[src/rtl/mult_div_seq.sv]
// -----------------------------------------------------------------------------
// mult_div_seq
//   Iterative signed multiply/divide unit for the multicycle MIPS datapath
//   (MULT, DIV). It holds the HI/LO result registers that the write-back mux
//   reads for MFHI/MFLO. The control FSM pulses start, then stalls until done.
//
//   Configuration macro: DIV_EN
//     defined   : full MULT + DIV (restoring divider on magnitudes, sign fix)
//     undefined : divider datapath not built; an op=1 request completes at
//                 edge 1 with hi/lo unchanged and div_zero=0.
//
// Ports
//   clk        in   1      rising-edge clock
//   rst_n      in   1      asynchronous reset, active-low
//   start      in   1      request, sampled only in IDLE
//   op         in   1      0 = signed MULT, 1 = signed DIV
//   operand_a  in   WIDTH  multiplicand / dividend (rs)
//   operand_b  in   WIDTH  multiplier / divisor (rt)
//   busy       out  1      high while the FSM is not IDLE
//   done       out  1      one-cycle pulse; hi/lo valid from this cycle
//   div_zero   out  1      high in the done cycle of a DIV by zero
//   hi         out  WIDTH  MULT: product[2W-1:W]; DIV: remainder
//   lo         out  WIDTH  MULT: product[W-1:0];  DIV: quotient
// -----------------------------------------------------------------------------
module mult_div_seq #(
    parameter int WIDTH = 32
) (
    input  logic             clk,
    input  logic             rst_n,
    input  logic             start,
    input  logic             op,
    input  logic [WIDTH-1:0] operand_a,
    input  logic [WIDTH-1:0] operand_b,
    output logic             busy,
    output logic             done,
    output logic             div_zero,
    output logic [WIDTH-1:0] hi,
    output logic [WIDTH-1:0] lo
);
    localparam int CW = $clog2(WIDTH + 1);

    typedef enum logic [1:0] {
        S_IDLE   = 2'd0,
        S_CALC   = 2'd1,
        S_FINISH = 2'd2
    } state_t;

    state_t           state_q, state_d;
    // Shared work registers. MULT: acc_hi = Booth A (one guard bit so that
    // subtracting the most negative multiplicand cannot overflow), acc_lo = Q.
    // DIV: acc_hi = partial remainder, acc_lo = dividend shifting into quotient.
    logic [WIDTH:0]   acc_hi_q, acc_hi_d;
    logic [WIDTH-1:0] acc_lo_q, acc_lo_d;
    logic             q_m1_q, q_m1_d;
    logic [WIDTH:0]   m_q, m_d;
    logic             op_q, op_d;
    logic [CW-1:0]    cnt_q, cnt_d;
    logic             skip_q, skip_d;      // FINISH must not touch hi/lo
    logic             zero_q, zero_d;      // pending divide-by-zero flag
    logic [WIDTH-1:0] hi_q, hi_d;
    logic [WIDTH-1:0] lo_q, lo_d;
    logic             done_q, done_d;
    logic             dz_q, dz_d;
    logic [WIDTH:0]   booth_sum;
`ifdef DIV_EN
    logic             quo_neg_q, quo_neg_d;
    logic             rem_neg_q, rem_neg_d;
    logic [WIDTH-1:0] abs_a, abs_b;
    logic [WIDTH:0]   div_shift;
    logic [WIDTH+1:0] div_diff;            // MSB is the borrow of the trial subtract
`endif

    always_ff @(posedge clk or negedge rst_n) begin
        if (!rst_n) begin
            state_q   <= S_IDLE;
            acc_hi_q  <= '0;
            acc_lo_q  <= '0;
            q_m1_q    <= 1'b0;
            m_q       <= '0;
            op_q      <= 1'b0;
            cnt_q     <= '0;
            skip_q    <= 1'b0;
            zero_q    <= 1'b0;
            hi_q      <= '0;
            lo_q      <= '0;
            done_q    <= 1'b0;
            dz_q      <= 1'b0;
`ifdef DIV_EN
            quo_neg_q <= 1'b0;
            rem_neg_q <= 1'b0;
`endif
        end else begin
            state_q   <= state_d;
            acc_hi_q  <= acc_hi_d;
            acc_lo_q  <= acc_lo_d;
            q_m1_q    <= q_m1_d;
            m_q       <= m_d;
            op_q      <= op_d;
            cnt_q     <= cnt_d;
            skip_q    <= skip_d;
            zero_q    <= zero_d;
            hi_q      <= hi_d;
            lo_q      <= lo_d;
            done_q    <= done_d;
            dz_q      <= dz_d;
`ifdef DIV_EN
            quo_neg_q <= quo_neg_d;
            rem_neg_q <= rem_neg_d;
`endif
        end
    end

    always_comb begin
        state_d  = state_q;
        acc_hi_d = acc_hi_q;
        acc_lo_d = acc_lo_q;
        q_m1_d   = q_m1_q;
        m_d      = m_q;
        op_d     = op_q;
        cnt_d    = cnt_q;
        skip_d   = skip_q;
        zero_d   = zero_q;
        hi_d     = hi_q;
        lo_d     = lo_q;
        done_d   = 1'b0;
        dz_d     = 1'b0;

        // Booth recoding of {Q[0], Q[-1]}: 01 adds M, 10 subtracts M.
        case ({acc_lo_q[0], q_m1_q})
            2'b01:   booth_sum = acc_hi_q + m_q;
            2'b10:   booth_sum = acc_hi_q - m_q;
            default: booth_sum = acc_hi_q;
        endcase

`ifdef DIV_EN
        quo_neg_d = quo_neg_q;
        rem_neg_d = rem_neg_q;
        abs_a     = operand_a[WIDTH-1] ? -operand_a : operand_a;
        abs_b     = operand_b[WIDTH-1] ? -operand_b : operand_b;
        div_shift = {acc_hi_q[WIDTH-1:0], acc_lo_q[WIDTH-1]};
        div_diff  = {1'b0, div_shift} - {1'b0, m_q};
`endif

        case (state_q)
            S_IDLE: begin
                if (start) begin
                    op_d   = op;
                    cnt_d  = '0;
                    q_m1_d = 1'b0;
                    skip_d = 1'b0;
                    zero_d = 1'b0;
                    if (!op) begin
                        acc_hi_d = '0;
                        acc_lo_d = operand_b;
                        m_d      = {operand_a[WIDTH-1], operand_a};
                        state_d  = S_CALC;
                    end else begin
`ifdef DIV_EN
                        if (operand_b == '0) begin
                            skip_d  = 1'b1;
                            zero_d  = 1'b1;
                            state_d = S_FINISH;
                        end else begin
                            acc_hi_d  = '0;
                            acc_lo_d  = abs_a;
                            m_d       = {1'b0, abs_b};
                            quo_neg_d = operand_a[WIDTH-1] ^ operand_b[WIDTH-1];
                            rem_neg_d = operand_a[WIDTH-1];
                            state_d   = S_CALC;
                        end
`else
                        // No divider: complete immediately without a result.
                        skip_d  = 1'b1;
                        state_d = S_FINISH;
`endif
                    end
                end
            end

            S_CALC: begin
                cnt_d = cnt_q + 1'b1;
                if (cnt_q == CW'(WIDTH - 1)) begin
                    state_d = S_FINISH;
                end
`ifdef DIV_EN
                if (op_q) begin
                    // Restoring step: keep the trial difference only if no borrow.
                    if (!div_diff[WIDTH+1]) begin
                        acc_hi_d = div_diff[WIDTH:0];
                        acc_lo_d = {acc_lo_q[WIDTH-2:0], 1'b1};
                    end else begin
                        acc_hi_d = div_shift;
                        acc_lo_d = {acc_lo_q[WIDTH-2:0], 1'b0};
                    end
                end else
`endif
                begin
                    // Arithmetic shift right of {A, Q, Q[-1]}.
                    acc_hi_d = {booth_sum[WIDTH], booth_sum[WIDTH:1]};
                    acc_lo_d = {booth_sum[0], acc_lo_q[WIDTH-1:1]};
                    q_m1_d   = acc_lo_q[0];
                end
            end

            S_FINISH: begin
                state_d = S_IDLE;
                done_d  = 1'b1;
                dz_d    = zero_q;
                if (!skip_q) begin
`ifdef DIV_EN
                    if (op_q) begin
                        lo_d = quo_neg_q ? -acc_lo_q : acc_lo_q;
                        hi_d = rem_neg_q ? -acc_hi_q[WIDTH-1:0] : acc_hi_q[WIDTH-1:0];
                    end else
`endif
                    begin
                        hi_d = acc_hi_q[WIDTH-1:0];
                        lo_d = acc_lo_q;
                    end
                end
            end

            default: state_d = S_IDLE;
        endcase
    end

    assign busy     = (state_q != S_IDLE);
    assign done     = done_q;
    assign div_zero = dz_q;
    assign hi       = hi_q;
    assign lo       = lo_q;

endmodule

[config.mk]
export PLATFORM = sky130hd
export DESIGN_NAME = mult_div_seq
export DESIGN_NICKNAME = d
export VERILOG_FILES = /design/src/rtl/mult_div_seq.sv
export SDC_FILE = /design/constraint.sdc
export NUM_CORES = 1
export LEC_CHECK = 0
export BUFFER_PORTS_ARGS = -buffer_cell sky130_fd_sc_hd__buf_2
export CAP_MARGIN = 30
export CORE_MARGIN = 2
export CORE_UTILIZATION = 55
export CTS_BUF_LIST = sky130_fd_sc_hd__clkbuf_16
export CTS_CLUSTER_SIZE = 24
export DETAILED_ROUTE_END_ITERATION = 10
export PLACE_DENSITY = 0.77
export SKIP_LAST_GASP = 1
export SYNTH_ARGS = -nofsm -noshare
export SYNTH_HDL_FRONTEND = slang
export SYNTH_SLANG_ARGS = --single-unit
[constraint.sdc]
create_clock -name clk -period 6.5 [get_ports clk]
set_input_delay 1.95 -clock clk [delete_from_list [all_inputs] [get_ports clk]]
set_output_delay 1.95 -clock clk [all_outputs]
set_load 0.02 [all_outputs]
=== Word level (Yosys, flattened, before mapping) ===
Index checks and enable logic that the tools add are counted.

* $add $sub $neg: 3
* Multipliers: 0
* Div/mod/pow operators: 0
* Magnitude comparators: 0
* Eq/ne operators: 8
* Shifts and indexed selects: 0
* Muxes and demuxes: 17
* Bitwise gates (word level): 2
* Reduce and logical (&&, ||, !) cells: 9

{| class="wikitable"
|+ Operator list
! kind !! count
|-
| one-hot mux 33 bit (2 select lines) || 2
|-
| two-way mux 33 bit || 2
|-
| two-way mux 32 bit || 2
|-
| one-hot mux 32 bit (2 select lines) || 1
|-
| adder 33 bit || 1
|-
| subtractor 33 bit || 1
|-
| one-hot mux 6 bit (2 select lines) || 1
|-
| AND reduction 2 bit || 4
|-
| adder 6 x 1 -> 6 bit, second input constant || 1
|-
| equality test 6 x 5 -> 1 bit, second input constant || 1
|-
| two-way mux 2 bit || 3
|-
| two-way mux 6 bit || 1
|-
| inequality test 2 bit, second input constant || 3
|-
| AND reduction 3 bit || 2
|-
| equality test 2 x 1 -> 1 bit, second input constant || 2
|-
| equality test 2 bit, second input constant || 2
|-
| one-hot mux 2 bit (2 select lines) || 1
|-
| nonzero test 2 bit || 2
|-
| two-way mux 1 bit || 3
|-
| logical NOT 2 bit || 1
|-
| NOT 1 bit || 2
|-
| one-hot mux 1 bit (2 select lines) || 1
|}

* Register bits: 172
* Latch bits: 0
* Bits in writable memories: 0
* ROM bits: 0
* Bits of input ports: 68
* Memories kept: 0

=== Depth between registers and ports, before layout ===
Gate-level depths: netlist (run 1).

* Word-level depth: 3
* Gate-level depth with buffers: 19

=== Worst setup path before layout (run 1) ===
Ideal clock, no wire load.

* Path type: reg-to-reg
* Start: reg m_q[8]
* End: reg acc_hi_q[31]
* Arrival: 3.646 ns
* Data required time: 6.373 ns
* Path slack: 2.727 ns
* Cell stages (with the launch flop): 18
* Path buffers: 0
* Period minus slack after synthesis: 3.773 ns
* Cell sequence: dfrtp_1 -> or3_1 -> or3_4 -> nor3_1 -> and2_1 -> nor2_1 -> xnor2_1 -> ha_1 -> nand2_1 -> nor2_1 -> nand3_1 -> or3_1 -> o2111ai_1 -> nand2_1 -> o21ai_0 -> xnor2_1 -> o211ai_2 -> o31ai_1

* Longest elaborated chain between the ends: 3
* Elaborated cells between the ends (all ways): 4
* Classes of those cells: add/sub (2); mux (2)

{| class="wikitable"
|+ Ends and longest elaborated chain
! element !! RTL line !! source
|-
| start, declared || 55 || <nowiki>logic [WIDTH:0] m_q, m_d;</nowiki>
|-
| start signal, assigned || 97 || <nowiki>m_q <= m_d;</nowiki>
|-
| subtractor 33 bit / adder 33 bit (equally long branches) || 131, 130 ||
|-
| one-hot mux 33 bit (2 select lines) (*) || 129 || <nowiki>case ({acc_lo_q[0], q_m1_q})</nowiki>
|-
| one-hot mux 33 bit (2 select lines) (*) || 144 || <nowiki>case (state_q)</nowiki>
|-
| end signal, assigned || 94 || <nowiki>acc_hi_q <= acc_hi_d;</nowiki>
|-
| end, declared || 52 || <nowiki>logic [WIDTH:0] acc_hi_q, acc_hi_d;</nowiki>
|}

Every way passes the cells marked *; elsewhere a longest branch is shown, timed or not.
A chain may end at the register's enable or synchronous reset.

=== Worst setup path in the final report (run 1) ===
Same ends and word-level chain as after synthesis.

==> impl_metrics.yaml, run 1 <==
floorplanning:
  dieWidth_um: 134
  dieArea_um2: 17800
  ios: 135
  fp.dieH_um: 134
  core_um2: 16500
  start_util_pct: 56.0
  rows: 47
synth:
  ys_ff_latch: 171
  synth_nets: 1102
  synthTopCellsByCount: "186 x nand2_1, 171 x dfrtp_1, 97 x nor2_1"
  synthXorXnorAreaFrac_pct: 5.41
  async_reset_ff_share_pct: 100
  synthAdderAreaFrac_pct: 4.96
  synthFlopType: "dfrtp_1"
  yosysWarnings: 0
  synth-compound-area-share_pct: 13.0
  synth-simple-area-share_pct: 18.7
  synth_cells: 998
  synth-edff-count: 0
  synth_top_area_share_pct: 46.4
  synth_top_family_by_area: "simple AND/OR/NAND/NOR gates"
  yosys.area.top_type: "dfrtp_1"
  synth_area_per_cell_um2: 9.24
  yosysUniqueCellTypes: 58
  ys_top_cells_by_area: "dfrtp_1 46%, mux2_2 8.2%, nand2_1 7.6%"
  synth_area_um2: 9230
  synth_seq_area_share_pct: 46.4
  yosysMostFrequentCell: "nand2_1"
  muxShareOfSynthArea_pct: 8.50
final_layout:
  syn_to_final_growth_pct: 15.8
  register_area_um2: 4280
  fin_nets: 1207
  multi_input_area_um2: 4690
  instances_no_fill: 1337
  fillCellCount: 1353
  drive_above_1_share_pct: 23.1
global_route:
  grt_pass1_vias: 7530
  grtUsageTotal_pct: 25.3
  use_met1_pct: 32.3
  grt_pass1_wl_um: 36400
  use_met3_pct: 6.54
  globalRoute.busiestLayer: "met2"
  antenna_found_initial: 1
  grt_overflow: 0
  grt_max_degree: 90
  use_met2_pct: 42.6
worst_setup_path:
  crit_path_cell_trace: "or3_1, or3_4, nor3_1, and2_1, nor2_1, xnor2_1, ha_1, nand2_1, nor2_1, nand3_1, or3_1, o2111ai_1, nand2_1, o21ai_0, xnor2_1, o211ai_2, o31ai_1"
  critPathMaxStageDelay_ps: 410
  worstPathRequired_ps: 6790
  critical_path_class: "reg2reg"
  path_buf_inv: 0
  path_max_fanout: 5
  cp_top_family: "simple AND/OR/NAND/NOR gates"
  worstSetupStartpointType: "flop"
  cp_data_arrival_time_ps: 4540
  crit_slowest_cell: "dfrtp_1"
  worstSetupEndpointType: "flop"
timing:
  setup_ws_ps: 2250
  post-route-period-util_pct: 65.4
  fin_setup_tns_ps: 0
  rsz0062_at_grt: "false"
  timing.slew.headroom_pct: 35.0
  maxSlewViolCount: 0
  worst_pin_slew_ps: 973
  hold_viol_final: 0
  max_freq_mhz: 235
  fin_crit_ps: 4250
  fin_worst_skew_ps: 9.81
  setup_viol: 0
  hold_ws_ps: 502
clocking:
  clk_pin_slew_ps: 70
  postCtsHoldBufs: 0
  cts.sinks: 171
  clockRootBuffer: "clkbuf_16"
  cts_tree: "built"
  h-tree-depth: 4
  clk_path_buf_depth: 2
  postCtsSetupBuffers: 0
  post_cts_resized: 0
  clkLatencyLatePin_ps: 440
  numCtsBuffers: 17
routing:
  drt-total-wl_um: 21800
  drcViolationCount: 0
  ant_nets: 0
  first_pass_iters: 5
  vias_per_cell: 5.62
  wl_per_cell_um: 16.3
  via_count: 7511
  drt_iter0_drc: 486
outcome:
  status: "finished clean"
placed_design:
  gp_congestion: 0.902
  post-place-cells: 1304
  dp_worst_setup_slack_ps: 2290
  placement.io_buffers: 133
  dp_hpwl_um: 15100
worst_hold_path:
  hp-class: "reg2reg"
flow_run:
  maxCapViolCount: 0
[final cells by class]
cell class / count / share of cell area [%]
diodes: 1 / 0.0234
clock buffers: 17 / 3.98
multi-input cells: 755 / 43.9
repair buffers: 143 / 7.11
inverters: 15 / 0.527
clock inverters: 15 / 1.82
flip-flops and latches: 171 / 40.1
well taps: 220 / 2.58
[worst paths after layout]
path / from / endpoint / slack, ps / cells past startpoint
worst max-delay path: m_q[8]$_DFFE_PN0P_ / acc_hi_q[31]$_DFFE_PN0P_ / 2250 / 17
worst min register to register: hi[13]$_DFFE_PN0P_ / hi[13]$_DFFE_PN0P_ / 500 / 1
worst max register to register: m_q[8]$_DFFE_PN0P_ / acc_hi_q[31]$_DFFE_PN0P_ / 2250 / 17
max in group asynchronous: rst_n / m_q[26]$_DFFE_PN0P_ / 3880 / 2
min in group asynchronous: rst_n / hi[13]$_DFFE_PN0P_ / 1500 / 1
worst min-delay path: hi[13]$_DFFE_PN0P_ / hi[13]$_DFFE_PN0P_ / 500 / 1
[flip-flops by register name, summed over array words and instances (netlist names)]
name and cells:
acc_hi_q 32, acc_lo_q 32, hi 32, lo 32, m_q 32, cnt_q 6, state_q 2, done 1
q_m1_q 1, skip_q 1
[cells by family (layout without fill, tap and decap cells)]
logic type,after synthesis,in the layout
and+or+nand+nor,398,398
AOI/OAI and AO/OA,193,193
DFF,171,171
buffers and inverters,72,190
muxes,70,70
xor gates and xnor gates,57,57
adders and majority gates,36,36
other,1,2
[worst register-to-register path, cell delays in order (launching register included)]
cell and delay [ps]:
dfrtp_1 410, or3_1 390, or3_4 370, nor3_1 330, and2_1 300, nor2_1 80, xnor2_1 130, ha_1 350
nand2_1 80, nor2_1 150, nand3_1 140, or3_1 390, o2111ai_1 260, nand2_1 130, o21ai_0 230, xnor2_1 130
o211ai_2 140, o31ai_1 90
[layout by cell type (no fill, tap or decap), types with 35 or more instances in the layout]
cell type,instances
nand2_1,186
dfrtp_1,171
buf_2,132
nor2_1,97
mux2_2,67
a21oi_1,57
nand3_1,52
xnor2_1,44
a31oi_1,41
o21ai_0,40
ha_1,35
[per-stage QoR]
stage	utilization [%]	area [µm²]
floorplan	-	9230
global placement	61.0	10000
detailed placement	61.1	10100
CTS	64.9	10700
global route	64.9	10700
finish	64.9	10700
[metal layers]
layer,vias up,part of all wire (%)
met1,3621,44
met2,188,49
li1,3675,-
met4,0,1.7
met5,-,0
met3,27,5.5
Power of run 1 is left out: the tool's default activity adds up to more than one toggle a clock period on the data nets, which glitch-free logic cannot reach.
==> run 2: changes to the inputs <==
Clock period 6.5 ns to 4.1 ns, I/O delays scaled along.
==> impl_metrics.yaml, run 2 (synthesis results as in run 1) <==
timing:
  worst_pin_slew_ps: 894
  setup_viol: 0
  post-route-period-util_pct: 94.2
  maxSlewViolCount: 0
  hold_ws_ps: 501
  fin_worst_skew_ps: 8.70
  max_freq_mhz: 259
  rsz0062_at_grt: "true"
  fin_crit_ps: 3860
  hold_viol_final: 0
  timing.slew.headroom_pct: 40.3
  fin_setup_tns_ps: 0
final_layout:
  syn_to_final_growth_pct: 17.7
  register_area_um2: 4280
  instances_no_fill: 1352
  final_common_cell: "nand2_1"
  num_antenna_cells: 0
  final_cell_mix: "186 x nand2_1, 171 x dfrtp_1, 132 x buf_2"
  fin_nets: 1223
  multi_input_area_um2: 4730
  fillCellCount: 1323
  drive_above_1_share_pct: 24.9
  final_util_pct: 65.9
global_route:
  grt_overflow: 0
  grt_max_degree: 101
  grtUsageTotal_pct: 25.1
  grt_pass1_wl_um: 35900
  grt_pass1_vias: 7324
  antenna_found_initial: 1
flow_run:
  maxCapViolCount: 0
floorplanning:
  rows: 47
  fp.dieH_um: 134
  dieArea_um2: 17800
  dieWidth_um: 134
  ios: 135
  start_util_pct: 56.0
  core_um2: 16500
clocking:
  clk_pin_slew_ps: 70
  clockRootBuffer: "clkbuf_16"
  numCtsBuffers: 17
  clk_path_buf_depth: 2
  postCtsHoldBufs: 0
  h-tree-depth: 4
  clkLatencyLatePin_ps: 430
  cts_tree: "built"
  cts.sinks: 171
routing:
  drt-total-wl_um: 21600
  vias_per_cell: 5.58
  first_pass_iters: 5
  via_count: 7544
  drcViolationCount: 0
  wl_per_cell_um: 16.0
  drt_iter0_drc: 406
  ant_nets: 0
worst_setup_path:
  worstSetupEndpointType: "flop"
  ff2ff_setup_slack_ps: 240
  cp_data_arrival_time_ps: 4150
  worstPathRequired_ps: 4390
  critical_path_class: "reg2reg"
  worstSetupStartpointType: "flop"
  path_max_fanout: 5
placed_design:
  dp_hpwl_um: 15100
  placement.io_buffers: 133
  post-place-cells: 1314
  gp_congestion: 0.916
outcome:
  status: "finished clean"
worst_hold_path:
  hp-class: "reg2reg"
-- run 2: area by class of cell --
class	count	share of cell area, %
multi-input combinational	755	43.5
sequential	171	39.4
timing repair buffer	159	8.75
clock buffer	17	3.92
tap	220	2.54
clock inverter	15	1.33
inverter	15	0.519
-- run 2: metal layers --
layer	GRT usage, %	vias up	part of all wire (%)
li1	-	3710	-
met2	42.4	200	49
met1	33.0	3617	44
met4	6.97	0	1.2
met3	5.33	17	6.0
met5	0	-	0
-- run 2: timing repair --
item | in CTS | in global routing
resized for setup | 0 | 12
endpoints found under the setup margin | 0 | 11
setup buffers | 0 | 6
-- run 2: worst paths after layout --
check                                    from  depth (start not counted)                        to
min reg2reg                 hi[6]$_DFFE_PN0P_                          1         hi[6]$_DFFE_PN0P_
max                        m_q[8]$_DFFE_PN0P_                         17  acc_hi_q[30]$_DFFE_PN0P_
max in group asynchronous               rst_n                          2        m_q[3]$_DFFE_PN0P_
max reg2reg                m_q[8]$_DFFE_PN0P_                         17  acc_hi_q[30]$_DFFE_PN0P_
min                         hi[6]$_DFFE_PN0P_                          1         hi[6]$_DFFE_PN0P_
min in group asynchronous               rst_n                          1  acc_hi_q[13]$_DFFE_PN0P_
-- run 2: through the flow --
step	instance area, µm²	setup slack [ps]
3_5_place_dp	10200	60.0
4_1_cts	10800	26.1
5_1_grt	10900	-37.9
6_report	10900	238
3_3_place_gp	10200	162
2_1_floorplan	9230	327
-- run 2: critical path, stage by stage (launching register included) --
cell	delay (ps)
dfrtp_1	410
or3_1	400
or3_4	380
nor3_4	190
buf_4	150
and3_4	190
nor2_1	50
xnor2_1	190
ha_1	280
a21o_1	190
a21o_1	170
a21oi_1	200
o21bai_1	100
a211oi_1	210
o21ai_0	110
a31oi_1	230
xor2_1	170
o211ai_1	100
Power of run 2 is left out for the same reason.
